===== config.mk =====
export PLATFORM = sky130hd
export DESIGN_NAME = charmap_console
export DESIGN_NICKNAME = d
export VERILOG_FILES = /design/src/rtl/charmap_pkg.sv /design/src/rtl/charmap_cell_counter.sv /design/src/rtl/charmap_console.sv
export SDC_FILE = /design/constraint.sdc
export NUM_CORES = 1
export LEC_CHECK = 0
export CAP_MARGIN = 40
export CORE_MARGIN = 3
export CORE_UTILIZATION = 45
export DETAILED_ROUTE_END_ITERATION = 16
export PLACE_DENSITY_LB_ADDON = 0.3
export SLEW_MARGIN = 20
export SYNTH_ARGS = -nofsm -noshare
export SYNTH_HDL_FRONTEND = slang
export SYNTH_SLANG_ARGS = --single-unit

===== constraint.sdc =====
create_clock -name clk -period 2.66 [get_ports clk]
set_input_delay 0.266 -clock clk [delete_from_list [all_inputs] [get_ports clk]]
set_output_delay 0.266 -clock clk [all_outputs]
set_load 0.02 [all_outputs]

===== src/rtl/charmap_pkg.sv =====
// Shared definitions for the character-map console writer: FSM states,
// control codes, default geometry and the RAM address packing helper.
package charmap_pkg;

    typedef enum logic [2:0] {
        ST_IDLE,
        ST_CLEAR,
        ST_SCROLL_RD,
        ST_SCROLL_WR,
        ST_SCROLL_FILL
    } state_t;

    localparam logic [7:0] CH_LF    = 8'h0A;
    localparam logic [7:0] CH_CR    = 8'h0D;
    localparam logic [7:0] CH_BS    = 8'h08;
    localparam logic [7:0] CH_SPACE = 8'h20;

    localparam int DEF_COLS = 40;
    localparam int DEF_ROWS = 30;

    // RAM address is row-major with a fixed 64-cell row pitch: {y, x}.
    function automatic logic [11:0] pack_addr(input logic [5:0] y, input logic [5:0] x);
        return {y, x};
    endfunction

endpackage


===== src/rtl/charmap_cell_counter.sv =====
// Cell walker shared by the clear, scroll-copy and scroll-fill sequences.
// Walks x inner / y outer across COLS columns; last_o flags the final
// column of the row selected by last_row_i.
module charmap_cell_counter
    import charmap_pkg::*;
#(
    parameter int COLS = DEF_COLS
) (
    input  logic       clk_i,
    input  logic       reset_i,
    input  logic       load_i,
    input  logic [5:0] load_y_i,
    input  logic       step_i,
    input  logic [5:0] last_row_i,
    output logic [5:0] x_o,
    output logic [5:0] y_o,
    output logic [5:0] next_x_o,
    output logic [5:0] next_y_o,
    output logic       last_o
);

    localparam logic [5:0] X_MAX = 6'(COLS - 1);

    logic [5:0] x_q, y_q;
    logic [5:0] x_d, y_d;
    logic [5:0] step_x, step_y;

    // Next position: load restarts at column 0 of the requested row.
    always_comb begin
        step_x = x_q + 6'd1;
        step_y = y_q;
        if (x_q == X_MAX) begin
            step_x = '0;
            step_y = y_q + 6'd1;
        end
        x_d = x_q;
        y_d = y_q;
        if (load_i) begin
            x_d = '0;
            y_d = load_y_i;
        end else if (step_i) begin
            x_d = step_x;
            y_d = step_y;
        end
    end

    // Position register.
    always_ff @(posedge clk_i) begin
        if (reset_i) begin
            x_q <= '0;
            y_q <= '0;
        end else begin
            x_q <= x_d;
            y_q <= y_d;
        end
    end

    assign x_o      = x_q;
    assign y_o      = y_q;
    assign next_x_o = step_x;
    assign next_y_o = step_y;
    assign last_o   = (x_q == X_MAX) && (y_q == last_row_i);

endmodule


===== src/rtl/charmap_console.sv =====
// Character-stream writer for the character/colour RAMs.
// Optional feature macro: CHARMAP_CONSOLE_SCROLL_EN enables the one-row
// scroll-up; without it the cursor wraps from the bottom row to the top.
// During a scroll copy the write data is taken straight from the RAM read
// port (selected by a registered flag) so each cell needs only two cycles.
module charmap_console
    import charmap_pkg::*;
#(
    parameter int         COLS     = DEF_COLS,
    parameter int         ROWS     = DEF_ROWS,
    parameter logic [7:0] CLEAR_FG = 8'hFF,
    parameter logic [7:0] CLEAR_BG = 8'h00
) (
    input  logic        clk,
    input  logic        reset,
    input  logic        in_valid,
    output logic        in_ready,
    input  logic [7:0]  in_char,
    input  logic [7:0]  in_fg,
    input  logic [7:0]  in_bg,
    input  logic        clear,
    output logic [11:0] chram_addr,
    output logic        chram_wr,
    output logic [7:0]  chmap_data_in,
    output logic [7:0]  fgcolram_data_in,
    output logic [7:0]  bgcolram_data_in,
    input  logic [7:0]  chmap_data_out,
    input  logic [7:0]  fgcolram_data_out,
    input  logic [7:0]  bgcolram_data_out,
    output logic [5:0]  cursor_x,
    output logic [5:0]  cursor_y,
    output logic        busy
);

    localparam logic [5:0] X_MAX = 6'(COLS - 1);
    localparam logic [5:0] Y_MAX = 6'(ROWS - 1);
`ifdef CHARMAP_CONSOLE_SCROLL_EN
    localparam bit         HAS_COPY      = (ROWS > 1);
    localparam logic [5:0] COPY_LAST_ROW = (ROWS > 1) ? 6'(ROWS - 2) : 6'd0;
`endif

    state_t      state_q;
    logic [5:0]  cur_x_q, cur_y_q;
    logic [7:0]  fill_fg_q, fill_bg_q;
    logic [11:0] addr_q;
    logic        wr_q;
    logic [7:0]  ch_q, fg_q, bg_q;
    logic        busy_q;

    logic        accept, printable, adv_row, at_bottom;
    logic        cnt_load, cnt_step, cnt_last;
    logic [5:0]  cnt_load_y, cnt_last_row;
    logic [5:0]  cnt_x, cnt_y, cnt_nx, cnt_ny;

    assign in_ready  = (state_q == ST_IDLE) && !clear;
    assign accept    = in_valid && in_ready;
    assign printable = (in_char != CH_LF) && (in_char != CH_CR) && (in_char != CH_BS);
    assign adv_row   = accept && ((in_char == CH_LF) || (printable && (cur_x_q == X_MAX)));
    assign at_bottom = (cur_y_q == Y_MAX);

    charmap_cell_counter #(
        .COLS (COLS)
    ) u_walker (
        .clk_i      (clk),
        .reset_i    (reset),
        .load_i     (cnt_load),
        .load_y_i   (cnt_load_y),
        .step_i     (cnt_step),
        .last_row_i (cnt_last_row),
        .x_o        (cnt_x),
        .y_o        (cnt_y),
        .next_x_o   (cnt_nx),
        .next_y_o   (cnt_ny),
        .last_o     (cnt_last)
    );

    // Walker control: the walker always holds the cell the current state acts on.
    always_comb begin
        cnt_load     = 1'b0;
        cnt_load_y   = '0;
        cnt_step     = 1'b0;
        cnt_last_row = Y_MAX;
        case (state_q)
            ST_IDLE: begin
                if (clear) begin
                    cnt_load = 1'b1;
                end
`ifdef CHARMAP_CONSOLE_SCROLL_EN
                else if (adv_row && at_bottom) begin
                    cnt_load   = 1'b1;
                    cnt_load_y = HAS_COPY ? 6'd0 : Y_MAX;
                end
`endif
            end
            ST_CLEAR: cnt_step = !cnt_last;
`ifdef CHARMAP_CONSOLE_SCROLL_EN
            ST_SCROLL_RD: cnt_last_row = COPY_LAST_ROW;
            ST_SCROLL_WR: begin
                cnt_last_row = COPY_LAST_ROW;
                if (cnt_last) begin
                    cnt_load   = 1'b1;
                    cnt_load_y = Y_MAX;
                end else begin
                    cnt_step = 1'b1;
                end
            end
            ST_SCROLL_FILL: cnt_step = !cnt_last;
`endif
            default: ;
        endcase
    end

`ifdef CHARMAP_CONSOLE_SCROLL_EN
    logic fwd_q;
`endif

    // Main FSM with registered cursor, fill colours and RAM-side outputs.
    always_ff @(posedge clk) begin
        if (reset) begin
            state_q   <= ST_IDLE;
            cur_x_q   <= '0;
            cur_y_q   <= '0;
            fill_fg_q <= CLEAR_FG;
            fill_bg_q <= CLEAR_BG;
            addr_q    <= '0;
            wr_q      <= 1'b0;
            ch_q      <= '0;
            fg_q      <= '0;
            bg_q      <= '0;
            busy_q    <= 1'b0;
`ifdef CHARMAP_CONSOLE_SCROLL_EN
            fwd_q     <= 1'b0;
`endif
        end else begin
            wr_q <= 1'b0;
`ifdef CHARMAP_CONSOLE_SCROLL_EN
            fwd_q <= 1'b0;
`endif
            case (state_q)
                ST_IDLE: begin
                    if (clear) begin
                        // First clear write goes out the very next cycle.
                        state_q <= ST_CLEAR;
                        busy_q  <= 1'b1;
                        wr_q    <= 1'b1;
                        addr_q  <= pack_addr(6'd0, 6'd0);
                        ch_q    <= CH_SPACE;
                        fg_q    <= CLEAR_FG;
                        bg_q    <= CLEAR_BG;
                        cur_x_q <= '0;
                        cur_y_q <= '0;
                    end else if (in_valid) begin
                        fill_fg_q <= in_fg;
                        fill_bg_q <= in_bg;
                        if (in_char == CH_LF || in_char == CH_CR) begin
                            cur_x_q <= '0;
                        end else if (in_char == CH_BS) begin
                            if (cur_x_q != 6'd0) begin
                                cur_x_q <= cur_x_q - 6'd1;
                            end
                        end else begin
                            wr_q    <= 1'b1;
                            addr_q  <= pack_addr(cur_y_q, cur_x_q);
                            ch_q    <= in_char;
                            fg_q    <= in_fg;
                            bg_q    <= in_bg;
                            cur_x_q <= (cur_x_q == X_MAX) ? 6'd0 : cur_x_q + 6'd1;
                        end
                        if (adv_row) begin
                            if (!at_bottom) begin
                                cur_y_q <= cur_y_q + 6'd1;
                            end else begin
`ifdef CHARMAP_CONSOLE_SCROLL_EN
                                state_q <= HAS_COPY ? ST_SCROLL_RD : ST_SCROLL_FILL;
                                busy_q  <= 1'b1;
`else
                                cur_y_q <= '0;
`endif
                            end
                        end
                    end
                end
                ST_CLEAR: begin
                    if (cnt_last) begin
                        state_q <= ST_IDLE;
                        busy_q  <= 1'b0;
                    end else begin
                        wr_q   <= 1'b1;
                        addr_q <= pack_addr(cnt_ny, cnt_nx);
                    end
                end
`ifdef CHARMAP_CONSOLE_SCROLL_EN
                ST_SCROLL_RD: begin
                    addr_q  <= pack_addr(cnt_y + 6'd1, cnt_x);
                    state_q <= ST_SCROLL_WR;
                end
                ST_SCROLL_WR: begin
                    wr_q    <= 1'b1;
                    fwd_q   <= 1'b1;
                    addr_q  <= pack_addr(cnt_y, cnt_x);
                    state_q <= cnt_last ? ST_SCROLL_FILL : ST_SCROLL_RD;
                end
                ST_SCROLL_FILL: begin
                    wr_q   <= 1'b1;
                    addr_q <= pack_addr(cnt_y, cnt_x);
                    ch_q   <= CH_SPACE;
                    fg_q   <= fill_fg_q;
                    bg_q   <= fill_bg_q;
                    if (cnt_last) begin
                        state_q <= ST_IDLE;
                        busy_q  <= 1'b0;
                    end
                end
`endif
                default: begin
                    state_q <= ST_IDLE;
                    busy_q  <= 1'b0;
                end
            endcase
        end
    end

    assign chram_addr = addr_q;
    assign chram_wr   = wr_q;
    assign cursor_x   = cur_x_q;
    assign cursor_y   = cur_y_q;
    assign busy       = busy_q;

`ifdef CHARMAP_CONSOLE_SCROLL_EN
    assign chmap_data_in    = fwd_q ? chmap_data_out    : ch_q;
    assign fgcolram_data_in = fwd_q ? fgcolram_data_out : fg_q;
    assign bgcolram_data_in = fwd_q ? bgcolram_data_out : bg_q;
`else
    logic unused_rd;
    assign unused_rd        = ^{chmap_data_out, fgcolram_data_out, bgcolram_data_out};
    assign chmap_data_in    = ch_q;
    assign fgcolram_data_in = fg_q;
    assign bgcolram_data_in = bg_q;
`endif

endmodule


After elaboration in Yosys (flattened, before gate mapping)
Cells that the tools add are included.
{"block": "word_totals", "register_bits": 65, "inputBits": 52, "out_inout_bits": 51, "word_cells": 103}
{"block": "op_classes", "add_sub_neg": 5, "eq_ne": 20, "muxes": 45, "n_reduce_logical": 22}
{"operator": "two-way mux 8 bit", "count": 12}
{"operator": "two-way mux 6 bit", "count": 12}
{"operator": "two-way mux 12 bit", "count": 5}
{"operator": "adder 6 x 1 -> 6 bit, second input constant", "count": 4}
{"operator": "equality test 8 x 4 -> 1 bit, second input constant", "count": 3}
{"operator": "!= test 8 x 4 -> 1 bit, second input constant", "count": 3}
{"operator": "one-hot mux 12 bit (2 select lines)", "count": 1}
{"operator": "equality test 6 x 5 -> 1 bit, second input constant", "count": 2}
{"operator": "equality test 6 bit, second input constant", "count": 2}
{"operator": "two-way mux 1 bit", "count": 10}
{"operator": "!= test 2 bit, second input constant", "count": 5}
{"operator": "!= test 3 bit, second input constant", "count": 3}
{"operator": "logical AND 1 bit", "count": 7}
{"operator": "two-way mux 3 bit", "count": 2}
{"operator": "one-hot mux 3 bit (2 select lines)", "count": 1}
{"operator": "AND reduction 3 bit", "count": 2}
{"operator": "nonzero test 2 bit", "count": 3}
{"operator": "nonzero test 6 bit", "count": 1}
{"operator": "subtractor 6 x 1 -> 6 bit, second input constant", "count": 1}
{"operator": "AND reduction 5 bit", "count": 1}
{"operator": "!= test 4 x 3 -> 1 bit, second input constant", "count": 1}
{"operator": "one-hot mux 1 bit (2 select lines)", "count": 2}
{"operator": "AND reduction 4 bit", "count": 1}
{"operator": "equality test 3 x 1 -> 1 bit, second input constant", "count": 1}
{"operator": "other kinds (5)", "count": 7}

Logic depth before layout (Yosys ltp)
{"block": "logic_depth", "depth_word": 9, "depth_mapped": 8, "ltp_nobuf": 7}

Hierarchy
Synthesis repeated with hierarchy kept, for this count alone.
{"block": "unflattened", "cells_unflattened": 382, "hier_area_um2": 3390.8}
{"module": "charmap_console", "n_inst": 1, "cells_per_inst": 261, "area_per_inst_um2": 2397.3}
{"module": "charmap_cell_counter", "n_inst": 1, "cells_per_inst": 121, "area_per_inst_um2": 993.5}

Worst setup path after synthesis
OpenSTA, ideal clock, no wires.
{"block": "synth_timing", "path_type": "reg-to-reg", "from": "register busy (netlist name)", "to": "register cur_x_q[5] (netlist: cursor_x[5])", "setup_time_ps": 74, "arrival_time_ps": 2221, "setup_slack_ps": 364, "path_stages_with_launch": 7, "path_buffers": 1, "path_cell_list": "dfxtp_1 -> clkbuf_1 -> nor2_1 -> nand2_1 -> or2_2 -> or4_1 -> a31oi_1"}
{"element": "to (signal assigned)", "line_no": "charmap_console.sv:159", "text": "cur_x_q <= cur_x_q - 6'd1;"}
{"element": "to (signal assigned)", "line_no": "charmap_console.sv:167", "text": "cur_x_q <= (cur_x_q == X_MAX) ? 6'd0 : cur_x_q + 6'd1;"}
{"element": "to (decl)", "line_no": "charmap_console.sv:43", "text": "logic [5:0] cur_x_q, cur_y_q;"}

Worst setup path in the final report
{"block": "layout_timing", "from": "input in_char[7]", "to": "register cur_x_q[5] (netlist: cursor_x[5])"}
{"block": "layout_between", "elab_chain_len": 5, "elab_cells_between_ends": 10, "classes_between": "eq/ne (4); mux (4); reduce/logical (2)"}
{"element": "from (decl)", "line_no": "charmap_console.sv:18", "text": "input logic [7:0] in_char,"}
{"element": "equality test 8 x 4 -> 1 bit, on equally long branches", "line_no": "charmap_console.sv:157, charmap_console.sv:155"}
{"element": "two-way mux 6 bit or logical OR 1 bit (tied branches)", "line_no": "charmap_console.sv:157, charmap_console.sv:155"}
{"element": "two-way mux 6 bit", "line_no": "charmap_console.sv:155", "text": "if (in_char == CH_LF || in_char == CH_CR) begin"}
{"element": "two-way mux 6 bit", "line_no": "charmap_console.sv:152", "text": "end else if (in_valid) begin"}
{"element": "two-way mux 6 bit", "line_no": "charmap_console.sv:141", "text": "if (clear) begin"}
Several ways; a longest one is shown, not always the timed one. The select of a mux whose other input is x is not followed.
A chain may end at the register's enable or synchronous reset.

==> flow_summary_export.csv <==
group,metric,value,unit
pwr,ir_drop,0.440,mV
drt,routedWlPerCell,15.7,µm
placement,dp.cells,508,
synth,synthSimpleGateAreaFrac,0.239,
synth,ys.flop_type,"dfxtp_1",
synth,synth_edf_count,0,
placement,dp_slack,-16.6,ps
drt,viasPerCell,5.84,
synth,synth_async_sr_flop_share,0,
setup_path,worstReg2RegEnd,"chram_addr[11]",
floorplan,die_area,7680,µm²
timing,hold_viol,0,
synth,yosys-top-cells-area,"dfxtp_1, nor2_1, a22oi_1",
finish,syn_to_final_growth,37.4,%
global_route,first_global_vias,3011,
timing,fin_crit,2320,ps
synth,synthAdderAreaFrac,0.0292,
drt,drt_pass1_iterations,6,
clock_tree,cts_max_level,3,
synth,ys_warn_count,0,
floorplan,initial_core_util,0.469,
placement,gp_congestion,0.881,
setup_path,cp-startpoint,"in_char[7]",
global_route,grt_max_degree,36,
synth,synthXorXnorAreaFrac,0.0409,
drt,remaining_drc_errors,0,
pwr,p_leak,1.50,nW
finish,instances_no_fill,523,
synth,synth.distinct_cells,49,
clock_tree,post_cts_resize_count,0,
clock_tree,cts_buffers,9,
synth,synth_fp_nets,412,
synth,synthTopCellsByCount,"nor2_1, dfxtp_1, a21oi_1, clkbuf_1, nor3_1",
timing,skew,11.2,ps
global_route,grt.overflow.total,0,
synth,synth_top_family_by_area,"simple AND/OR/NAND/NOR gates",
drt,initialDrtViolationCount,227,
pwr,power.density,512,nW/µm²
global_route,antenna_found_initial,0,
setup_path,r2r_slack,520,ps
status,status,"finished, final reports clean",
synth,synth_seq_cells,62,
clock_tree,clk-insertion-delay-late,350,ps
setup_path,crit_type,"in -> reg",
timing,fmax,431,MHz
drt,drt-total-wl,8220,µm
synth,synth.avg_cell_area,8.49,µm²
global_route,grt_pass1_wl,13900,µm
timing,slew_viol_final,0,
placement,hpwl,5740,µm
setup_path,r2r-start,"u_walker.x_o[0]",
finish,regArea,1240,µm²
synth,synth_area,3000,µm²
timing,finalCritPeriodShare,0.873,
setup_path,worstSetupEndpoint,"cursor_x[5]",
setup_path,end_kind,"flip-flop",
clock_tree,post_cts_buffers,0,
drt,vias,3055,
placement,io_buffers,78,
clock_tree,cts_buffer_depth,2,
clock_tree,clkSinkCount,62,
setup_path,cp_max_fo,9,
finish,diodes,0,
setup_path,worstPathRequired,2940,ps
timing,setup_viol,0,
timing,worstMarginPinSlew,624,ps
clock_tree,cts_root_buffer,"clkbuf_8",
finish,final_layout_size_suffix_gt1_frac,0.114,
finish,fillers,560,
synth,post-synth-top-area-cell,"dfxtp_1",
hold_path,hp-class,"in -> reg",
timing,fin_ws,338,ps
synth,synth_compound_area_frac,0.214,
floorplan,pin_count,103,
synth,netlist_instances,353,
finish,multiInputGateArea,1640,µm²
timing,tns,0,ps
timing,relSlewSlack,0.583,
finish,fin_util,0.645,
timing,rsz0062_at_grt,"false",
hold_path,holdCritStartpoint,"reset",
job,cap_viol_max_count,0,
synth,yosysSeqAreaShare,0.414,
floorplan,coreArea,6390,µm²
setup_path,arrival,2600,ps
finish,finish.net_count,501,
floorplan,die_w,87.6,µm
setup_path,cp-start-kind,"input pin",
clock_tree,clk_pin_slew,80,ps
setup_path,reg2reg_depth,6,
synth,synth_top_area_share,0.414,
synth,muxShareOfSynthArea,0.0217,
floorplan,die_h,87.6,µm
floorplan,core.rowCount,29,
global_route,track_usage,0.228,
clock_tree,cts_tree,"yes",
clock_tree,holdBufCountCts,0,
synth,yosysMostFrequentCell,"nor2_1",
drt,ant_nets,0,
==> routing by layer <==
metal / vias to the layer above / track usage / wire (µm) / share of wire
met5: - / 0 / 0 / 0
met4: 0 / 0.105 / 151 / 0.018
met3: 15 / 0.0724 / 631 / 0.077
met2: 121 / 0.362 / 3890 / 0.47
met1: 1444 / 0.280 / 3540 / 0.43
li1: 1475 / - / - / -
==> critical path: stages <==
cell,delay [ps]
clkdlybuf4s50_1,450
or4b_1,490
or4_1,400
buf_4,200
mux2i_1,170
or4_1,480
a31oi_1,160
==> flip-flops by register name (all words and copies together), names as in the netlist <==
name,count
u_walker.y_o,6
cursor_x,6
cursor_y,6
chram_addr,12
chram_wr,1
u_walker.x_o,6
bgcolram_data_in,8
busy,1
fgcolram_data_in,8
chmap_data_in,8
==> kinds of logic (layout without fill, tap and decap cells) <==
| family | after synthesis | after routing |
|---|---|---|
| fa+ha+maj | 7 | 7 |
| xor+xnor | 14 | 14 |
| flops | 62 | 62 |
| simple gates | 144 | 144 |
| compound gates | 89 | 89 |
| mux | 6 | 6 |
| buf+inv | 31 | 124 |
==> placed cells by master (no fill, tap or decap), types with 8 or more instances in the layout <==
master and n:
a21oi_1 17, nor3_1 17, nand3_1 8, o21ai_0 8, clkbuf_8 11, nand2_1 12
buf_4 20, nor2_1 65, a22oi_1 15, o22ai_1 9, a211oi_1 13, clkdlybuf4s50_1 77
dfxtp_1 62, inv_1 10
==> stage by stage <==
| step | total power, mW | area [µm²] | hold slack [ps] |
|---|---|---|---|
| 2_1_floorplan | 1.20 | 3000 | 429 |
| 3_3_place_gp | 1.37 | 3940 | 470 |
| 3_5_place_dp | 1.38 | 3950 | 482 |
| 4_1_cts | 2.13 | 4120 | 295 |
| 5_1_grt | 2.20 | 4120 | 316 |
| 6_report | 2.11 | 4120 | 304 |
==> worst min path at each step <==
stage / endpoint / slack (ps) / depth (start not counted)
6_report: bgcolram_data_in[6] / 300 / 2
3_5_place_dp: chram_addr[9] / 480 / 2
3_3_place_gp: fgcolram_data_in[4] / 470 / 2
5_1_grt: bgcolram_data_in[6] / 320 / 2
4_1_cts: bgcolram_data_in[6] / 300 / 2
2_1_floorplan: bgcolram_data_in[0] / 430 / 2
==> power breakdown <==
part / internal (mW) / switching (mW)
clock network: 0.379 / 0.373
registers: 0.967 / 0.0268
logic: 0.170 / 0.194
total: 1.52 / 0.594
==> area by class of cell <==
type | instances | area share
clock inverters | 4 | 0.00547
inverters | 10 | 0.00911
multi-input cells | 260 | 0.398
well taps | 77 | 0.0234
clock buffers | 11 | 0.0367
flip-flops and latches | 62 | 0.301
repair buffers | 99 | 0.226
No activity file was read; power rests on OpenSTA's default activity.
